`config.mk`:
```
export PLATFORM = sky130hd
export DESIGN_NAME = axis_pattern_gen
export DESIGN_NICKNAME = d
export VERILOG_FILES = /design/src/rtl/pattern_gen_pkg.sv /design/src/rtl/axis_pattern_gen.sv
export SDC_FILE = /design/constraint.sdc
export NUM_CORES = 1
export LEC_CHECK = 0
export CORE_ASPECT_RATIO = 0.75
export CORE_MARGIN = 2
export CORE_UTILIZATION = 45
export CTS_BUF_LIST = sky130_fd_sc_hd__clkbuf_16
export CTS_CLUSTER_SIZE = 25
export DETAILED_ROUTE_END_ITERATION = 6
export PLACE_DENSITY = 0.71
export SYNTH_ARGS = -nofsm -noshare
export SYNTH_HDL_FRONTEND = slang
export SYNTH_SLANG_ARGS = --single-unit
```
`constraint.sdc`:
```
create_clock -name AXI_CLk -period 5.6 [get_ports AXI_CLk]
set_input_delay 1.4 -clock AXI_CLk [delete_from_list [all_inputs] [get_ports AXI_CLk]]
set_output_delay 1.4 -clock AXI_CLk [all_outputs]
set_load 0.01 [all_outputs]
```
`src/rtl/pattern_gen_pkg.sv`:
```
// rtl/pattern_gen_pkg.sv - state encoding and default parameters shared by the pattern generator and checker
package pattern_gen_pkg;

    typedef enum logic [1:0] {
        IDLE,
        RUN,
        GAP
    } state_t;

    localparam int PKT_LEN_DEF  = 1024;
    localparam int WRAP_VAL_DEF = 1310720;

endpackage

```
`src/rtl/axis_pattern_gen.sv`:
```
// rtl/axis_pattern_gen.sv - packetised incrementing-counter AXI4-Stream source with start/stop control
module axis_pattern_gen
    import pattern_gen_pkg::*;
#(
    parameter int DATA_W     = 64,
    parameter int PKT_LEN    = PKT_LEN_DEF,
    parameter int WRAP_VAL   = WRAP_VAL_DEF,
    parameter int GAP_CYCLES = 0
) (
    input  logic              AXI_CLk,
    input  logic              AXI_RST,
    input  logic              i_start,
    input  logic              i_stop,
    input  logic [31:0]       i_pkt_num,
    output logic [DATA_W-1:0] M_AXIS_tdata,
    output logic [7:0]        M_AXIS_tkeep,
    output logic              M_AXIS_tlast,
    output logic              M_AXIS_tvalid,
    input  logic              M_AXIS_tready,
    output logic              o_busy,
    output logic [31:0]       o_pkt_cnt,
    output logic [31:0]       o_beat_cnt
);

    localparam logic [DATA_W-1:0] DATA_LAST = DATA_W'(WRAP_VAL - 1);
    localparam logic [31:0]       BEAT_LAST = 32'(PKT_LEN - 1);
    localparam logic [31:0]       GAP_LAST  = 32'(GAP_CYCLES - 1);

    state_t            state, state_n;
    logic [DATA_W-1:0] data_cnt, data_cnt_n;
    logic [31:0]       beat_idx, beat_idx_n;
    logic [31:0]       pkt_num, pkt_num_n;
    logic [31:0]       pkt_cnt, pkt_cnt_n;
    logic [31:0]       beat_cnt, beat_cnt_n;
    logic [31:0]       gap_cnt, gap_cnt_n;
    logic              stop_pend, stop_pend_n;
    logic              xfer, last_beat, run_done;

    always_comb begin
        state_n     = state;
        data_cnt_n  = data_cnt;
        beat_idx_n  = beat_idx;
        pkt_num_n   = pkt_num;
        pkt_cnt_n   = pkt_cnt;
        beat_cnt_n  = beat_cnt;
        gap_cnt_n   = gap_cnt;
        stop_pend_n = stop_pend;
        xfer        = (state == RUN) && M_AXIS_tready;
        last_beat   = (beat_idx == BEAT_LAST);
        run_done    = stop_pend || ((pkt_num != 32'd0) && (pkt_cnt + 32'd1 == pkt_num));

        case (state)
            IDLE: begin
                if (i_start) begin
                    state_n     = RUN;
                    pkt_num_n   = i_pkt_num;
                    pkt_cnt_n   = 32'd0;
                    beat_idx_n  = 32'd0;
                    stop_pend_n = 1'b0;
                end
            end
            RUN: begin
                if (i_stop) stop_pend_n = 1'b1;
                if (xfer) begin
                    data_cnt_n = (data_cnt == DATA_LAST) ? '0 : data_cnt + DATA_W'(1);
                    beat_idx_n = beat_idx + 32'd1;
                    beat_cnt_n = beat_cnt + 32'd1;
                    if (last_beat) begin
                        pkt_cnt_n  = pkt_cnt + 32'd1;
                        beat_idx_n = 32'd0;
                        if (run_done) begin
                            state_n     = IDLE;
                            stop_pend_n = 1'b0;
                        end else if (GAP_CYCLES > 0) begin
                            state_n   = GAP;
                            gap_cnt_n = 32'd0;
                        end
                    end
                end
            end
            GAP: begin
                gap_cnt_n = gap_cnt + 32'd1;
                if (i_stop) stop_pend_n = 1'b1;
                // A stop landing in the final gap cycle still suppresses the next packet.
                if (gap_cnt == GAP_LAST) begin
                    if (stop_pend || i_stop) begin
                        state_n     = IDLE;
                        stop_pend_n = 1'b0;
                    end else begin
                        state_n = RUN;
                    end
                end
            end
            default: state_n = IDLE;
        endcase
    end

    always_ff @(posedge AXI_CLk) begin
        if (AXI_RST) begin
            state         <= IDLE;
            data_cnt      <= '0;
            beat_idx      <= 32'd0;
            pkt_num       <= 32'd0;
            pkt_cnt       <= 32'd0;
            beat_cnt      <= 32'd0;
            gap_cnt       <= 32'd0;
            stop_pend     <= 1'b0;
            M_AXIS_tvalid <= 1'b0;
            M_AXIS_tlast  <= 1'b0;
            o_busy        <= 1'b0;
        end else begin
            state         <= state_n;
            data_cnt      <= data_cnt_n;
            beat_idx      <= beat_idx_n;
            pkt_num       <= pkt_num_n;
            pkt_cnt       <= pkt_cnt_n;
            beat_cnt      <= beat_cnt_n;
            gap_cnt       <= gap_cnt_n;
            stop_pend     <= stop_pend_n;
            M_AXIS_tvalid <= (state_n == RUN);
            M_AXIS_tlast  <= (state_n == RUN) && (beat_idx_n == BEAT_LAST);
            o_busy        <= (state_n != IDLE);
        end
    end

    assign M_AXIS_tdata = data_cnt;
    assign M_AXIS_tkeep = 8'hFF;
    assign o_pkt_cnt    = pkt_cnt;
    assign o_beat_cnt   = beat_cnt;

endmodule

```
==> metrics.md, run 1 <==
| Metric | Value |
|---|---|
| Max Fclk | 232.3 MHz |
| Initial antenna violation count | 0 |
| Initial DRC Count | 740 |
| TritonCTS Buffers | 25 |
| Worst slew pin tran | 1.048 ns |
| HPWL after detailed placement | 24.17 mm |
| Top Metal Used | met4 |
| Clock transition at the registers of the reported paths | 0.06 ns |
| Post-CTS sizing | 0 |
| Postcts setup bufs | 0 |
| Nets@finish | 1687 |
| CTS H-tree depth | 1 |
| Switching part of the total | 24.84% |
| Share of the synthesized area in the top cell type | 38.11% |
| Post-route setup slack | 1.294 ns |
| Wire per inst | 16.80 um |
| Post-CTS Hold Buffers | 0 |
| Comb pwr share | 8.5% |
| Largest area contributor in the netlist | dfxtp_1 |
| Seq cells post-synth | 230 |
| Clk_skew | 0.01753 ns |
| Met1 WL | 16.17 mm |
| Worst setup SP type | input port |
| Yosys cell types | 74 |
| I/O Pins | 176 |
| Placement row count | 51 |
| GRT overflow | 0 |
| Antenna cells | 0 |
| Critical path class | input port to register |
| Initial Util | 46.18% |
| Max-cap violations | 0 |
| DR vias | 11460 |
| Largest net degree at the start of global routing | 81 |
| Met3 wire length | 2.398 mm |
| Worst hold margin | 0.4811 ns |
| CP endpoint kind | register |
| Post-placement worst setup slack | 0.7976 ns |
| Port buffer count | 167 |
| TritonCTS clock tree | done |
| Antenna Nets Post-Route | 0 |
| Static Leak | 5.017 nW |
| Share of async-settable or async-resettable flops after synthesis | 0% |
| P_sw | 0.8984 mW |
| Total core area | 26160 um2 |
| Die height | 145.9 um |
| Peak VDD IR | 211.5 uV |
| Most common cell in the synthesized netlist | dfxtp_1 |
| Drt total wl | 33.60 mm |
| # DRC | 0 |
| Ranking of synthesized cells by instance count | 230 x dfxtp_1, 198 x nor2_1, 175 x nand2_1 |
| DRT Pass-1 Iters | 5 |
| First-pass GRT wire length | 54.97 mm |
| Power share of the sequential group | 46.9% |
| Clk Latency, worst-skew pair | 0.53 ns |
| Mapped Area | 12080 um2 |
| Die ar. | 28190 um2 |
| WP data arrival | 4.73 ns |
| PD cells | 246.5 nW/um2 |
| Area after DPL | 13880 um2 |
| GPL Wtd Cong | 0.9140 |
| Slew headroom | 29.46% |
| Avg Vias per Cell | 5.728 |
| Cell count after synthesis | 1523 |
| Clk pwr share | 44.6% |
| Fin Setup TNS | 0 ns |
| Main area contributors after synthesis | dfxtp_1 38%, xor2_1 7.3%, nor2_1 6.2% |
| Final worst path period share | 76.89% |
| Status | complete, no violations |
| Top FF cell, synth | dfxtp_1 |
| Register area share after synthesis | 38.11% |
| Vias in the first global route | 10490 |
| Post-synth EDFFs | 0 |
| Setup violations, final | 0 |
| All-Layer GR Usage | 22.97% |
| Area Overhead vs Synth | 21.39% |
| Ys Warns | 0 |
| Pint | 2.718 mW |
| Clk root buf | clkbuf_16 |
| CTS Sinks | 230 |
| Hold crit path type | register to register |
| Tmin final | 4.306 ns |
| Unrepaired setup endpoints after global routing | false |
| Syn Area/Cell | 7.934 um2 |
| Met2 routed WL | 14.44 mm |
| Slew Limit Fails | 0 |
| Share of cells above drive strength 1 | 4.408% |
| Critical Path RT | 6.03 ns |
| Worst-path maximum fanout | 11 |
| Final hold violations | 0 |
| Fin area | 14670 um2 |
| Die Wd | 193.2 um |
| Clock Path Buffers | 3 |
power groups by stage:
stage | clock, mW | sequential, mW | combinational (mW)
2_1_floorplan | 0 | 1.72 | 0.207
3_3_place_gp | 0 | 1.73 | 0.300
3_5_place_dp | 0 | 1.73 | 0.303
4_1_cts | 1.64 | 1.69 | 0.305
5_1_grt | 1.71 | 1.70 | 0.337
6_report | 1.61 | 1.69 | 0.308
layout make-up:
class	count	area (um2)
clock buffer	25	625.6
inverter	20	75.07
tap	344	430.4
multi-input combinational	1187	7038
fill	2457	11490
sequential	230	4604
clock inverter	18	157.7
timing repair buffer	176	1737
critical path: stages:
cell and delay [ns]:
clkdlybuf4s50_1 0.70, nand4_1 0.27, nor4_1 0.93, nand3_1 0.35
o21ai_0 0.25, a31oi_1 0.13, nor4_1 0.32, nand4b_1 0.20
nor4_2 0.18
stage by stage:
step           utilization, %  power (mW)  cells
6_report                56.06       3.616   2000
5_1_grt                 56.06       3.743   2000
4_1_cts                 56.06       3.640   2000
3_5_place_dp            53.07       2.033   1957
3_3_place_gp            53.07       2.029   1957
2_1_floorplan               -       1.927   1530
registers in the layout (all words and copies together), names as in the netlist:
| signal | count |
|---|---|
| stop_pend | 1 |
| o_busy | 1 |
| M_AXIS_tlast | 1 |
| gap_cnt | 32 |
| beat_idx | 32 |
| M_AXIS_tdata | 64 |
| pkt_num | 32 |
| o_beat_cnt | 32 |
| M_AXIS_tvalid | 1 |
| o_pkt_cnt | 32 |
| state | 2 |
final timing paths:
path                                               start                  endpoint  slack, ns  cells past startpoint
worst min register to register  gap_cnt[29]$_SDFFE_PP0N_  gap_cnt[29]$_SDFFE_PP0N_       0.48                      2
worst min-delay path            gap_cnt[29]$_SDFFE_PP0N_  gap_cnt[29]$_SDFFE_PP0N_       0.48                      2
worst max register to register       state[0]$_SDFF_PP0_   M_AXIS_tlast$_SDFF_PP0_       1.75                      9
worst max-delay path                       M_AXIS_tready   M_AXIS_tlast$_SDFF_PP0_       1.29                      9
cells by family after synthesis:
family | count (synthesis) | share of synthesized area, %
AO/OA/AOI/OAI | 251 | 12.82
XOR/XNOR | 154 | 11.16
adder cells (fa/ha/maj) | 10 | 1.036
buffers and inverters | 113 | 3.997
flip-flops | 230 | 38.11
multiplexers | 15 | 1.284
other | 1 | 0.03104
AND/OR/NAND/NOR | 749 | 31.56
layout by cell type (no fill, tap or decap), types with 6 or more instances in the layout:
cell,synthesis,routed
a311oi_1,6,6
inv_1,20,26
buf_4,9,10
o21ai_0,66,66
nor2_1,198,198
ha_1,10,10
xor2_1,101,101
nor4_1,48,48
nor3_1,31,30
a31oi_1,13,13
and2_1,27,27
and3_1,42,42
xnor2_1,53,53
a211oi_1,7,7
nand2_1,175,175
o211ai_1,8,8
clkbuf_16,0,25
dfxtp_1,230,230
a21oi_1,100,100
or3_1,37,37
clkdlybuf4s50_1,0,166
and4_1,18,18
conb_1,1,8
or4_1,10,10
nand3_1,65,65
nand4_1,58,58
o31ai_1,6,6
mux2i_1,11,11
nor2b_1,6,6
routing by layer:
layer  vias up  track usage, %
met2       403           34.55
met1      5380           34.48
li1       5625               -
met3        47           3.476
met5         -               0
met4         0           5.000
Power figures use the tool's default switching activity.
==> run 2, diff against run 1 <==
- PLACE_DENSITY: 0.71 -> 0.74
- clock period: 5.6 -> 3.5 ns (I/O delays scaled with it)
==> run 2 against run 1 <==
  * Power rose by 64%
  * Cell count up 3.1%
  * Flip-flop and latch count did not move
  * Non-clock buffer count rose by 59
  * Sequential share of layout area down 1.1 points
  * Clock skew grew 0.0025 ns
  * Register-to-register slack got worse by 1.7 ns
  * Clock-buffer cell count stayed put
  * Sequential power is 60% higher
  * Clock power up 67%
  * Largest cell class unchanged
==> metrics.md, run 2 (same netlist as run 1, synthesis figures left out) <==
| Metric | Value |
|---|---|
| Worst setup SP type | register (was input port) |
| Postcts setup bufs | 0 (unchanged) |
| CP most frequent cell | or4_1 (was nor4_1) |
| Clock Path Buffers | 3 (unchanged) |
| Peak VDD IR | 277.4 uV (was 211.5 uV) |
| Initial DRC Count | 846 (was 740) |
| DRT Pass-1 Iters | 5 (unchanged) |
| Post-CTS Hold Buffers | 0 (unchanged) |
| Initial antenna violation count | 1 (was 0) |
| # DRC | 0 (unchanged) |
| Critical Path RT | 3.93 ns (was 6.03 ns) |
| Clk_skew | 0.02004 ns (was 0.01753 ns) |
| Die ar. | 28190 um2 (unchanged) |
| Die height | 145.9 um (unchanged) |
| First-pass GRT wire length | 56.52 mm (was 54.97 mm) |
| Max FFs per register | 64 (unchanged) |
| Critical path, cell by cell | ha_1, nand4_4, or4_1, or4_1, and3_1, a211oi_2, nand4_1, o211a_4, nor4_2 (was clkdlybuf4s50_1, nand4_1, nor4_1, nand3_1, o21ai_0, a31oi_1, nor4_1, nand4b_1, nor4_2) |
| Area Overhead vs Synth | 25.72% (was 21.39%) |
| Comb pwr share | 9.1% (was 8.5%) |
| Util after Layout | 58.06% (was 56.06%) |
| Die Wd | 193.2 um (unchanged) |
| Slew Limit Fails | 0 (unchanged) |
| Critical path class | register to register (was input port to register) |
| Port buffer count | 167 (unchanged) |
| Final hold violations | 0 (unchanged) |
| Total core area | 26160 um2 (unchanged) |
| WP data arrival | 3.84 ns (was 4.73 ns) |
| Clk root buf | clkbuf_16 (unchanged) |
| All-Layer GR Usage | 23.71% (was 22.97%) |
| Max incr delay on CP | 0.65 ns (was 0.93 ns) |
| Max-cap violations | 0 (unchanged) |
| Share of cells above drive strength 1 | 7.984% (was 4.408%) |
| Initial Util | 46.18% (unchanged) |
| Post-route setup slack | 0.09304 ns (was 1.294 ns) |
| Switching part of the total | 24.77% (was 24.84%) |
| Clk Latency, worst-skew pair | 0.54 ns (was 0.53 ns) |
| Seq. cell area | 4604 um2 (unchanged) |
| I/O Pins | 176 (unchanged) |
| Clock transition at the registers of the reported paths | 0.07 ns (was 0.06 ns) |
| Worst-path maximum fanout | 10 (was 11) |
| Status | complete, no violations (unchanged) |
| Nets@finish | 1746 (was 1687) |
| Most common cell after layout, fill and taps aside | dfxtp_1 (unchanged) |
| TritonCTS clock tree | done (unchanged) |
| Final worst path period share | 97.34% |
| Post-CTS sizing | 0 (unchanged) |
| Layout Cells excl Fill | 2061 (was 2000) |
| Placement row count | 51 (unchanged) |
| CP endpoint kind | register (unchanged) |
| Clk pwr share | 45.2% (was 44.6%) |
| Fillers | 2378 (was 2457) |
| Max Fclk | 293.5 MHz |
| Most frequent cells in the layout | 230 x dfxtp_1, 198 x nor2_1, 175 x nand2_1 (unchanged) |
| Slew headroom | 55.62% (was 29.46%) |
| TritonCTS Buffers | 25 (unchanged) |
| Dpl cells | 2016 (was 1957) |
| Avg Vias per Cell | 5.715 (was 5.728) |
| Fin area | 15190 um2 (was 14670 um2) |
| Antenna Nets Post-Route | 0 (unchanged) |
| CTS Sinks | 230 (unchanged) |
| Tmin final | 3.407 ns |
| Multi-input gate area | 7038 um2 (unchanged) |
| HPWL after detailed placement | 25.38 mm (was 24.17 mm) |
| Worst slew pin tran | 0.6658 ns (was 1.048 ns) |
| Pint | 4.470 mW (was 2.718 mW) |
| Power share of the sequential group | 45.7% (was 46.9%) |
| Hold crit path type | register to register (unchanged) |
| Wire per inst | 16.87 um (was 16.80 um) |
| Setup violations, final | 0 (unchanged) |
| GPL Wtd Cong | 0.9686 (was 0.9140) |
| Area after DPL | 14370 um2 (was 13880 um2) |
| Drt total wl | 34.78 mm (was 33.60 mm) |
| Largest net degree at the start of global routing | 61 (was 81) |
| PD cells | 391.1 nW/um2 (was 246.5 nW/um2) |
| Post-placement worst setup slack | -0.02795 ns (was 0.7976 ns) |
| Static Leak | 5.338 nW (was 5.017 nW) |
| Vias in the first global route | 10790 (was 10490) |
| DR vias | 11780 (was 11460) |
| CTS H-tree depth | 1 (unchanged) |
| CP max-delay cell | or4_1 (was nor4_1) |
| P_sw | 1.472 mW (was 0.8984 mW) |
| GRT overflow | 0 (unchanged) |
[run 2: cell types whose count changed in the layout (fill, tap and decap cells not counted), moves of 3 or more]
cell / previous run / this run
buf_12: 0 / 3
buf_4: 10 / 66
clkinv_2: 3 / 6
inv_1: 26 / 21
[run 2: metrics by stage]
step	total power, mW	hold slack [ns]	setup TNS [ns]
after global placement	3.290	0.4656	0
after floorplan	3.083	0.4539	0
after global routing	6.140	0.5016	-0.007133
final	5.942	0.4833	0
after detailed placement	3.299	0.4787	-0.02795
after CTS	5.976	0.4869	0
[run 2: worst paths after layout]
path	start	endpoint	slack, ns	cells after the start
setup / recovery	o_pkt_cnt[0]$_SDFFE_PP0P_	M_AXIS_tlast$_SDFF_PP0_	0.09	9
setup reg to reg	o_pkt_cnt[0]$_SDFFE_PP0P_	M_AXIS_tlast$_SDFF_PP0_	0.09	9
hold / removal	pkt_num[27]$_SDFFE_PP0P_	pkt_num[27]$_SDFFE_PP0P_	0.48	2
hold reg to reg	pkt_num[27]$_SDFFE_PP0P_	pkt_num[27]$_SDFFE_PP0P_	0.48	2
[run 2: final cells by class]
class	count	share of cell area, %
clock inverters	19	1.301
well taps	344	2.833
multi-input cells	1187	46.33
repair buffers	235	14.60
diodes	1	0.01647
inverters	20	0.4942
clock buffers	25	4.118
flip-flops and latches	230	30.31
[run 2: layer usage]
metal	track usage (%)	part of all wire, %	vias to the layer above
li1	-	-	5771
met1	35.09	48	5517
met2	35.41	42	427
met3	4.125	7.6	63
met4	6.145	2.3	0
met5	0	0	-
[run 2: worst max-delay path: cells and delay by family, from the launching register on]
| kind | cells | cell delay, ns |
|---|---|---|
| simple gates | 6 | 2.00 |
| compound gates | 2 | 0.52 |
| flops | 1 | 0.48 |
| fa+ha+maj | 1 | 0.29 |
[run 2: power groups by stage]
stage	registers, mW	logic [mW]	clock network (mW)
floorplan	2.75	0.331	0
global placement	2.77	0.524	0
detailed placement	2.77	0.531	0
CTS	2.71	0.535	2.73
global route	2.71	0.590	2.84
finish	2.71	0.541	2.69
